**src/rtl/acdc_mc_core.sv**
```systemverilog
// acdc_mc_core: small multi-cycle accumulator-style core.
// Eight W-bit registers, carry/zero flags, 9-bit instructions {op, a, b}.
// Each instruction runs FETCH -> EXEC (-> MEMRD for LD) and then returns to FETCH.
// The instruction ROM and the data memory are external to the core.
//
// Optional feature: define ACDC_BR_LUT_EN to take BZ/JMP targets from the
// BR_LUT table (entry b). Without it, the target is PC + sign-extended b.
//
// Data memory handshake: dm_addr is valid in EXEC and MEMRD.
// dm_we is a one-cycle write strobe, high only in the EXEC cycle of ST.
// dm_rdata is expected one cycle after dm_addr is presented, which is the MEMRD cycle.
module acdc_mc_core #(
    parameter int                  W      = 8,
    parameter int                  PC_W   = 8,
    parameter logic [8*PC_W-1:0]   BR_LUT = '0
) (
    input  logic            CLK,
    input  logic            start,
    output logic [PC_W-1:0] inst_addr,
    input  logic [8:0]      inst_in,
    output logic [W-1:0]    dm_addr,
    output logic [W-1:0]    dm_wdata,
    output logic            dm_we,
    input  logic [W-1:0]    dm_rdata,
    output logic            halt,
    output logic [15:0]     cycle_ct,
    output logic [1:0]      dbg_state
);

    typedef enum logic [1:0] {
        S_FETCH  = 2'd0,
        S_EXEC   = 2'd1,
        S_MEMRD  = 2'd2,
        S_HALTED = 2'd3
    } state_t;

    state_t            state;
    logic [PC_W-1:0]   pc;
    logic [8:0]        ir;
    logic              sc;
    logic              zf;
    logic [W-1:0]      rf [8];

    logic [2:0]        op;
    logic [2:0]        fa;
    logic [2:0]        fb;
    logic [W-1:0]      ra;
    logic [W-1:0]      rb;
    logic [W:0]        sum;
    logic              carry_in;
    logic [W-1:0]      alu_res;
    logic              alu_c;
    logic [PC_W-1:0]   pc_inc;
    logic [PC_W-1:0]   br_tgt;
    logic              is_st;

    assign op     = ir[8:6];
    assign fa     = ir[5:3];
    assign fb     = ir[2:0];
    assign ra     = rf[fa];
    assign rb     = rf[fb];
    assign pc_inc = pc + PC_W'(1);

`ifdef ACDC_BR_LUT_EN
    assign br_tgt = BR_LUT[fb*PC_W +: PC_W];
`else
    assign br_tgt = pc + {{(PC_W-3){fb[2]}}, fb};
`endif

    // ALU: ADD/ADC share one adder; XOR and SHL override the result and carry.
    always_comb begin
        carry_in = (op == 3'b001) ? sc : 1'b0;
        sum      = {1'b0, ra} + {1'b0, rb} + {{W{1'b0}}, carry_in};
        alu_res  = sum[W-1:0];
        alu_c    = sum[W];
        case (op)
            3'b010: begin
                alu_res = ra ^ rb;
                alu_c   = sc;
            end
            3'b011: begin
                alu_res = {ra[W-2:0], sc};
                alu_c   = ra[W-1];
            end
            default: ;
        endcase
    end

    // Memory-side and status outputs decoded from registered state and ir only.
    assign is_st     = (state == S_EXEC) && (op == 3'b111) && (fa == 3'b000);
    assign dm_we     = is_st;
    assign dm_wdata  = is_st ? rf[0] : '0;
    assign dm_addr   = ((state == S_EXEC) || (state == S_MEMRD)) ? rb : '0;
    assign inst_addr = pc;
    assign halt      = (state == S_HALTED);
    assign dbg_state = state;

    // Control FSM and architectural state; start wins over everything, including MEMRD.
    always_ff @(posedge CLK) begin
        if (start) begin
            state <= S_FETCH;
            pc    <= '0;
            ir    <= '0;
            sc    <= 1'b0;
            zf    <= 1'b0;
            for (int i = 0; i < 8; i++) begin
                rf[i] <= '0;
            end
        end else begin
            case (state)
                S_FETCH: begin
                    ir    <= inst_in;
                    state <= S_EXEC;
                end
                S_EXEC: begin
                    state <= S_FETCH;
                    pc    <= pc_inc;
                    case (op)
                        3'b000, 3'b001, 3'b010, 3'b011: begin
                            rf[fa] <= alu_res;
                            sc     <= alu_c;
                            zf     <= (alu_res == '0);
                        end
                        3'b100: rf[fa] <= rb;
                        3'b101: rf[fa] <= {{(W-3){1'b0}}, fb};
                        3'b110: state  <= S_MEMRD;
                        default: begin
                            case (fa)
                                3'b001: if (zf) pc <= br_tgt;
                                3'b010: pc <= br_tgt;
                                3'b011: sc <= 1'b0;
                                3'b111: begin
                                    pc    <= pc;
                                    state <= S_HALTED;
                                end
                                default: ;
                            endcase
                        end
                    endcase
                end
                S_MEMRD: begin
                    rf[fa] <= dm_rdata;
                    state  <= S_FETCH;
                end
                default: state <= S_HALTED;
            endcase
        end
    end

    // Free-running cycle counter, frozen while halted, wraps naturally at 16 bits.
    always_ff @(posedge CLK) begin
        if (start) begin
            cycle_ct <= '0;
        end else if (state != S_HALTED) begin
            cycle_ct <= cycle_ct + 16'd1;
        end
    end

endmodule

```
**config.mk**
```make
export PLATFORM = sky130hd
export DESIGN_NAME = acdc_mc_core
export DESIGN_NICKNAME = d
export VERILOG_FILES = /design/src/rtl/acdc_mc_core.sv
export SDC_FILE = /design/constraint.sdc
export NUM_CORES = 1
export LEC_CHECK = 0
export BUFFER_PORTS_ARGS = -buffer_cell sky130_fd_sc_hd__buf_2
export CAP_MARGIN = 10
export CORE_MARGIN = 3
export CORE_UTILIZATION = 30
export CTS_CLUSTER_SIZE = 20
export DETAILED_ROUTE_END_ITERATION = 10
export RECOVER_POWER = 50
export SLEW_MARGIN = 5
export SYNTH_ARGS = -nofsm -noshare
export SYNTH_HDL_FRONTEND = slang
export SYNTH_SLANG_ARGS = --single-unit
```
**constraint.sdc**
```tcl
create_clock -name CLK -period 4 [get_ports CLK]
set_input_delay 0.6 -clock CLK [delete_from_list [all_inputs] [get_ports CLK]]
set_output_delay 0.6 -clock CLK [all_outputs]
set_load 0.02 [all_outputs]
```
# Word-level counts from Yosys, hierarchy flattened
# Memories as Yosys holds them, arrays and structs flattened. A register that Yosys moved wholly into a read port is not among the register bits.
# Cells that the tools add are included.
dict set report classes {
  bitwise 5
  eq_ne 17
  n_addsub 5
  n_mux 40
  n_reduce_logical 16
}
# operator count
set ops {}
lappend ops {{8-bit 2-to-1 mux} 8}
lappend ops {{8-bit case mux with 3 select lines} 1}
lappend ops {{1-bit 2-to-1 mux} 20}
lappend ops {{16-bit by 1-bit adder with 16-bit output (second input constant)} 1}
lappend ops {{8-bit case mux with 2 select lines} 1}
lappend ops {{3-bit equality test (second input constant)} 5}
lappend ops {{3-bit 2-to-1 mux} 5}
lappend ops {{3-bit by 2-bit equality test with 1-bit output (second input constant)} 4}
lappend ops {{8-bit by 8-bit adder with 9-bit output} 1}
lappend ops {{9-bit by 1-bit adder with 9-bit output} 1}
lappend ops {{8-bit by 1-bit adder with 8-bit output (second input constant)} 1}
lappend ops {{8-bit adder} 1}
lappend ops {{8-bit zero test} 1}
lappend ops {{8-bit OR reduction} 1}
lappend ops {{8-bit bitwise XOR} 1}
lappend ops {{7-bit OR reduction} 1}
lappend ops {{3-bit by 1-bit equality test with 1-bit output (second input constant)} 2}
lappend ops {{3-bit zero test} 2}
lappend ops {{2-bit != test (second input constant)} 3}
lappend ops {{2-bit case mux with 3 select lines} 1}
lappend ops {{6-bit OR reduction} 1}
lappend ops {{2-bit equality test (second input constant)} 2}
lappend ops {{1-bit case mux with 2 select lines} 2}
lappend ops {{2-bit case mux with 2 select lines} 1}
lappend ops {{12 further kinds} 16}
dict set report totals {
  input_bits 19
  mem_bits_rw 64
  mem_count 1
  output_inout_bits 44
  regBits 37
}
# memory depth width rd rd_clocked_by_memory_dff write_ports line
set mem_list {}
lappend mem_list {rf 8 8 3 2 8 42} ;# logic [W-1:0] rf [8];

# Longest topological paths before layout
dict set report depth {
  depth_word 11
  mapped_depth 14
  depth_no_buf 11
}

# Least setup slack after synthesis
# OpenSTA, ideal clock, no wires.
dict set report synth_path {
  kind {flip-flop to flip-flop}
  startpoint {register (tool-made name)}
  endpoint {memory rf[0][3], data pin}
  path_buffers 2
  t_arrival_ps 3352
  required_time_ps 3734
  stages_incl_launch_ff 13
  setup_ps 266
  path_slack_ps 382
  cell_sequence {dfxtp_1 -> buf_2 -> buf_4 -> mux4_2 -> mux2i_1 -> inv_1 -> ha_1 -> a211oi_1 -> nor4_1 -> a211o_1 -> a211o_1 -> a32oi_2 -> nor2_1}
}
# element line
set synth_rtl {}
lappend synth_rtl {{end, declared} 42}

==> parameters.txt <==
Parameter                              Value

Timing
  Pins over their slew limit    19
  Final period util    approximately 93%
  Clock period minus worst slack    about 3.7 ns
  Number of hold violations in the final report    0
  Final hold slack    slightly below 0.5 ns
  Finish-stage setup viols    0
  Relative slew slack    -26.7%
  Final TNS setup    0 ns
  Worst clock skew    about 0.011 ns
  Slew @ Worst Pin    1.89 ns
  RSZ-0062 raised after global routing    no
  Maximum frequency from static timing analysis    269 MHz

Synthesis
  Prevailing post-synth register cell    sky130_fd_sc_hd__edfxtp_1
  Synth Area per Inst    10.1 µm²
  Cell types occupying the most area after synthesis    sky130_fd_sc_hd__edfxtp_1, sky130_fd_sc_hd__dfxtp_1, sky130_fd_sc_hd__mux4_2
  Warnings, synthesis    0
  Post-synthesis sequential element count    107
  Share of Yosys cell area claimed by the top area cell type    around 30%
  Asr flop ratio synth    0%
  Number of flops mapped to enable cells by yosys    64
  Syn Std Cell Area    0.00641 mm²
  Sequential area share after synthesis    43.4%
  Post-Synthesis Cells    roughly 640
  Post-synth cell types    62
  Cell type with the largest total area after synthesis    sky130_fd_sc_hd__edfxtp_1
  Number of nets in the synthesized netlist    679

Setup path
  Crit-path leading delay family    multiplexers
  Cell count along the critical path    11
  Worst Reg-to-Reg Cells    11
  WP data required    approximately 4.3 ns
  Signal arrival time at the worst endpoint    3.98 ns
  Critical Path Source Type    register
  Slowest stage cell, crit path    sky130_fd_sc_hd__or4b_1
  Crit Path Category    register to register
  Critical path capture point type    register
  Critical-path maximum fanout    4
  Series of cell instances along the critical path    mux4_2 > mux2_1 > fa_1 > inv_1 > fa_1 > nor2b_1 > o211ai_1 > a2111o_1 > o211ai_1 > or4b_1 > o31ai_2
  Slowest Stage Delay on Critical Path    about 0.60 ns
  CP Buf/Inv Count    1

Floorplan
  Effective utilization at floorplan    a little under a third
  Total Die Area    about 0.023 mm²
  Die W    approximately 150 µm
  Core area    a little over 0.02 mm²
  Count of pins on the block boundary    63
  Die outline height    roughly 150 µm
  Standard-cell row count    52

Min path
  Hold WC Path Type    primary input to register
  Number of stages on the worst hold path    3

Global route
  Global-route total usage across every layer    between 10% and 20%
  Vias in the first global route    between 4k and 5k
  Global routing's busiest layer    met2
  Global-route congestion overflow total    0
  Pin count of the biggest net entering global routing    38
  Met1 demand-to-capacity share in global routing    21.1%
  Global-route wire length before repair    approximately 28000 µm
  Number of antenna violations at the first check in global routing    0
  Met2 capacity usage during global routing    25.7%
  Routing usage on met3    2.22%

Clocking
  Maximum clock insertion buffer count    2
  Post-cts hold buffer count    0
  Clk Latency, worst-skew pair    0.36 ns
  Cell chosen for the clock root    sky130_fd_sc_hd__clkbuf_16
  Clock buffers created by TritonCTS    9
  CTS sink count    about 110
  H-Tree Level Count    3
  TritonCTS clock tree    done
  Clk pin slew, worst setup/hold paths    roughly 0.080 ns

Run status
  Violated checks    capacitance limit, slew limit
  Result of the run    finished with violations

Route
  Routed wirelength normalized by instance count    18.6 µm
  Wire length after detailed routing    approximately 18000 µm
  Vias per std cell    around 5.3
  First-pass iteration count of the detailed router    5
  Total number of vias    5139
  Starting DRC count in detailed routing    approximately 530
  Antenna-violating nets left    0
  DRC viols    0

Cells and area
  Fill cell instance count of the final layout    between 2k and 2.5k
  Most common cell after layout, fill and taps aside    sky130_fd_sc_hd__nor2_1
  Leading cell types in the layout, fill and taps excluded    sky130_fd_sc_hd__nor2_1, sky130_fd_sc_hd__edfxtp_1, sky130_fd_sc_hd__a21oi_1
  Share of cells above drive strength 1    ~15%
  Area growth from synthesis to layout    14.7%
  Number of inserted diodes    0
  Layout net count    roughly 740

Placement
  HPWL Detailed    ~13000 µm
  Final weighted congestion in routability-driven placement    0.862
  Number of port buffers    62

Run
  Max cap viols    1

Pwr
  Max rail drop VDD    a little under 0.2 mV
  Leakage Power    approximately 2.8 nW
  Power per cell area    between 300 and 400 mW/mm²
==> metal layers <==
metal / vias up / wire [µm]
met5: - / 0
met4: 0 / 336
met3: 21 / 1050
met2: 168 / 8540
met1: 2505 / 8180
li1: 2445 / -
==> through the flow <==
stage / total power [mW] / std cells / setup WS (ns) / cell area (µm²) / util, %
floorplan: 1.78 / 636 / 0.382 / 6410 / -
global route: 3.06 / 974 / 0.0847 / 7350 / 35.7
finish: 2.94 / 974 / 0.284 / 7350 / 35.7
CTS: 2.94 / 974 / 0.270 / 7390 / 35.8
global placement: 2.00 / 958 / 0.354 / 7080 / 34.3
detailed placement: 2.00 / 958 / 0.282 / 7080 / 34.3
==> area by class of cell <==
type / count / area (µm²) / area share, %
Multi-Input combinational cell: 484 / 3440 / 46.8
Sequential cell: 107 / 2780 / 37.8
Timing Repair Buffer: 82 / 415 / 5.65
Tap cell: 270 / 338 / 4.59
Clock buffer: 13 / 293 / 3.98
Inverter: 15 / 56.3 / 0.766
Clock inverter: 3 / 23.8 / 0.323
==> repair_timing <==
action | 4_1_cts | 5_1_grt
hold endpoints to repair | 0 | 0
setup buffers | 0 | 0
resized for setup | 0 | 2
setup endpoints to repair | 0 | 7
==> power breakdown <==
| part | leakage, nW | total, mW | internal [mW] | switching [mW] |
|---|---|---|---|---|
| Clock | 0.157 | 0.950 | 0.522 | 0.428 |
| Sequential | 1.01 | 1.27 | 1.22 | 0.0494 |
| Combinational | 1.61 | 0.724 | 0.292 | 0.432 |
| Total | 2.78 | 2.94 | 2.03 | 0.910 |
==> flip-flops by register name (all words and copies together), names as in the netlist, named ones only <==
signal and flops:
dbg_state 2, cycle_ct 16, zf 1, ir 9, inst_addr 8, rf 64, sc 1
==> synthesized netlist by cell type (3+ instances only) <==
| cell type | number |
|---|---|
| sky130_fd_sc_hd__a211o_1 | 3 |
| sky130_fd_sc_hd__a211oi_1 | 9 |
| sky130_fd_sc_hd__a21o_1 | 3 |
| sky130_fd_sc_hd__a21oi_1 | 49 |
| sky130_fd_sc_hd__a22o_1 | 4 |
| sky130_fd_sc_hd__a22oi_1 | 4 |
| sky130_fd_sc_hd__a31oi_1 | 4 |
| sky130_fd_sc_hd__and2_1 | 17 |
| sky130_fd_sc_hd__buf_2 | 6 |
| sky130_fd_sc_hd__buf_4 | 3 |
| sky130_fd_sc_hd__clkbuf_1 | 19 |
| sky130_fd_sc_hd__dfxtp_1 | 43 |
| sky130_fd_sc_hd__edfxtp_1 | 64 |
| sky130_fd_sc_hd__fa_1 | 3 |
| sky130_fd_sc_hd__ha_1 | 21 |
| sky130_fd_sc_hd__inv_1 | 14 |
| sky130_fd_sc_hd__mux2_2 | 7 |
| sky130_fd_sc_hd__mux2i_1 | 34 |
| sky130_fd_sc_hd__mux4_2 | 22 |
| sky130_fd_sc_hd__nand2_1 | 44 |
| sky130_fd_sc_hd__nand2b_1 | 15 |
| sky130_fd_sc_hd__nand3_1 | 17 |
| sky130_fd_sc_hd__nand3b_1 | 3 |
| sky130_fd_sc_hd__nor2_1 | 109 |
| sky130_fd_sc_hd__nor2b_1 | 19 |
| sky130_fd_sc_hd__nor3_1 | 12 |
| sky130_fd_sc_hd__nor3b_1 | 4 |
| sky130_fd_sc_hd__o211ai_1 | 7 |
| sky130_fd_sc_hd__o21ai_0 | 10 |
| sky130_fd_sc_hd__o21ai_1 | 4 |
| sky130_fd_sc_hd__or2_2 | 3 |
| sky130_fd_sc_hd__or3_1 | 3 |
| sky130_fd_sc_hd__or4b_1 | 3 |
| sky130_fd_sc_hd__xnor2_1 | 6 |
| sky130_fd_sc_hd__xor2_1 | 14 |
==> worst reg2reg max path, cell delays in order (launching register included) <==
cell	delay (ns)
sky130_fd_sc_hd__dfxtp_1	0.43
sky130_fd_sc_hd__mux4_2	0.53
sky130_fd_sc_hd__mux2_1	0.40
sky130_fd_sc_hd__fa_1	0.49
sky130_fd_sc_hd__inv_1	0.09
sky130_fd_sc_hd__fa_1	0.18
sky130_fd_sc_hd__nor2b_1	0.08
sky130_fd_sc_hd__o211ai_1	0.30
sky130_fd_sc_hd__a2111o_1	0.20
sky130_fd_sc_hd__o211ai_1	0.11
sky130_fd_sc_hd__or4b_1	0.60
sky130_fd_sc_hd__o31ai_2	0.23
==> final timing paths <==
path,startpoint,endpoint,slack (ns)
setup / recovery,register,zf,0.28
setup reg to reg,register,zf,0.28
hold / removal,inst_in[8],ir[8],0.48
hold reg to reg,cycle_ct[15],cycle_ct[15],0.52
==> kinds of logic after synthesis <==
logic type                 synth area share (%)
DFF                                        43.4
adders and majority gates                  5.04
and+or+nand+nor                            19.5
buffers and inverters                      3.04
muxes                                      14.5
xor gates and xnor gates                   2.73
AOI/OAI and AO/OA                          11.8
No activity file was read; power rests on OpenSTA's default activity.
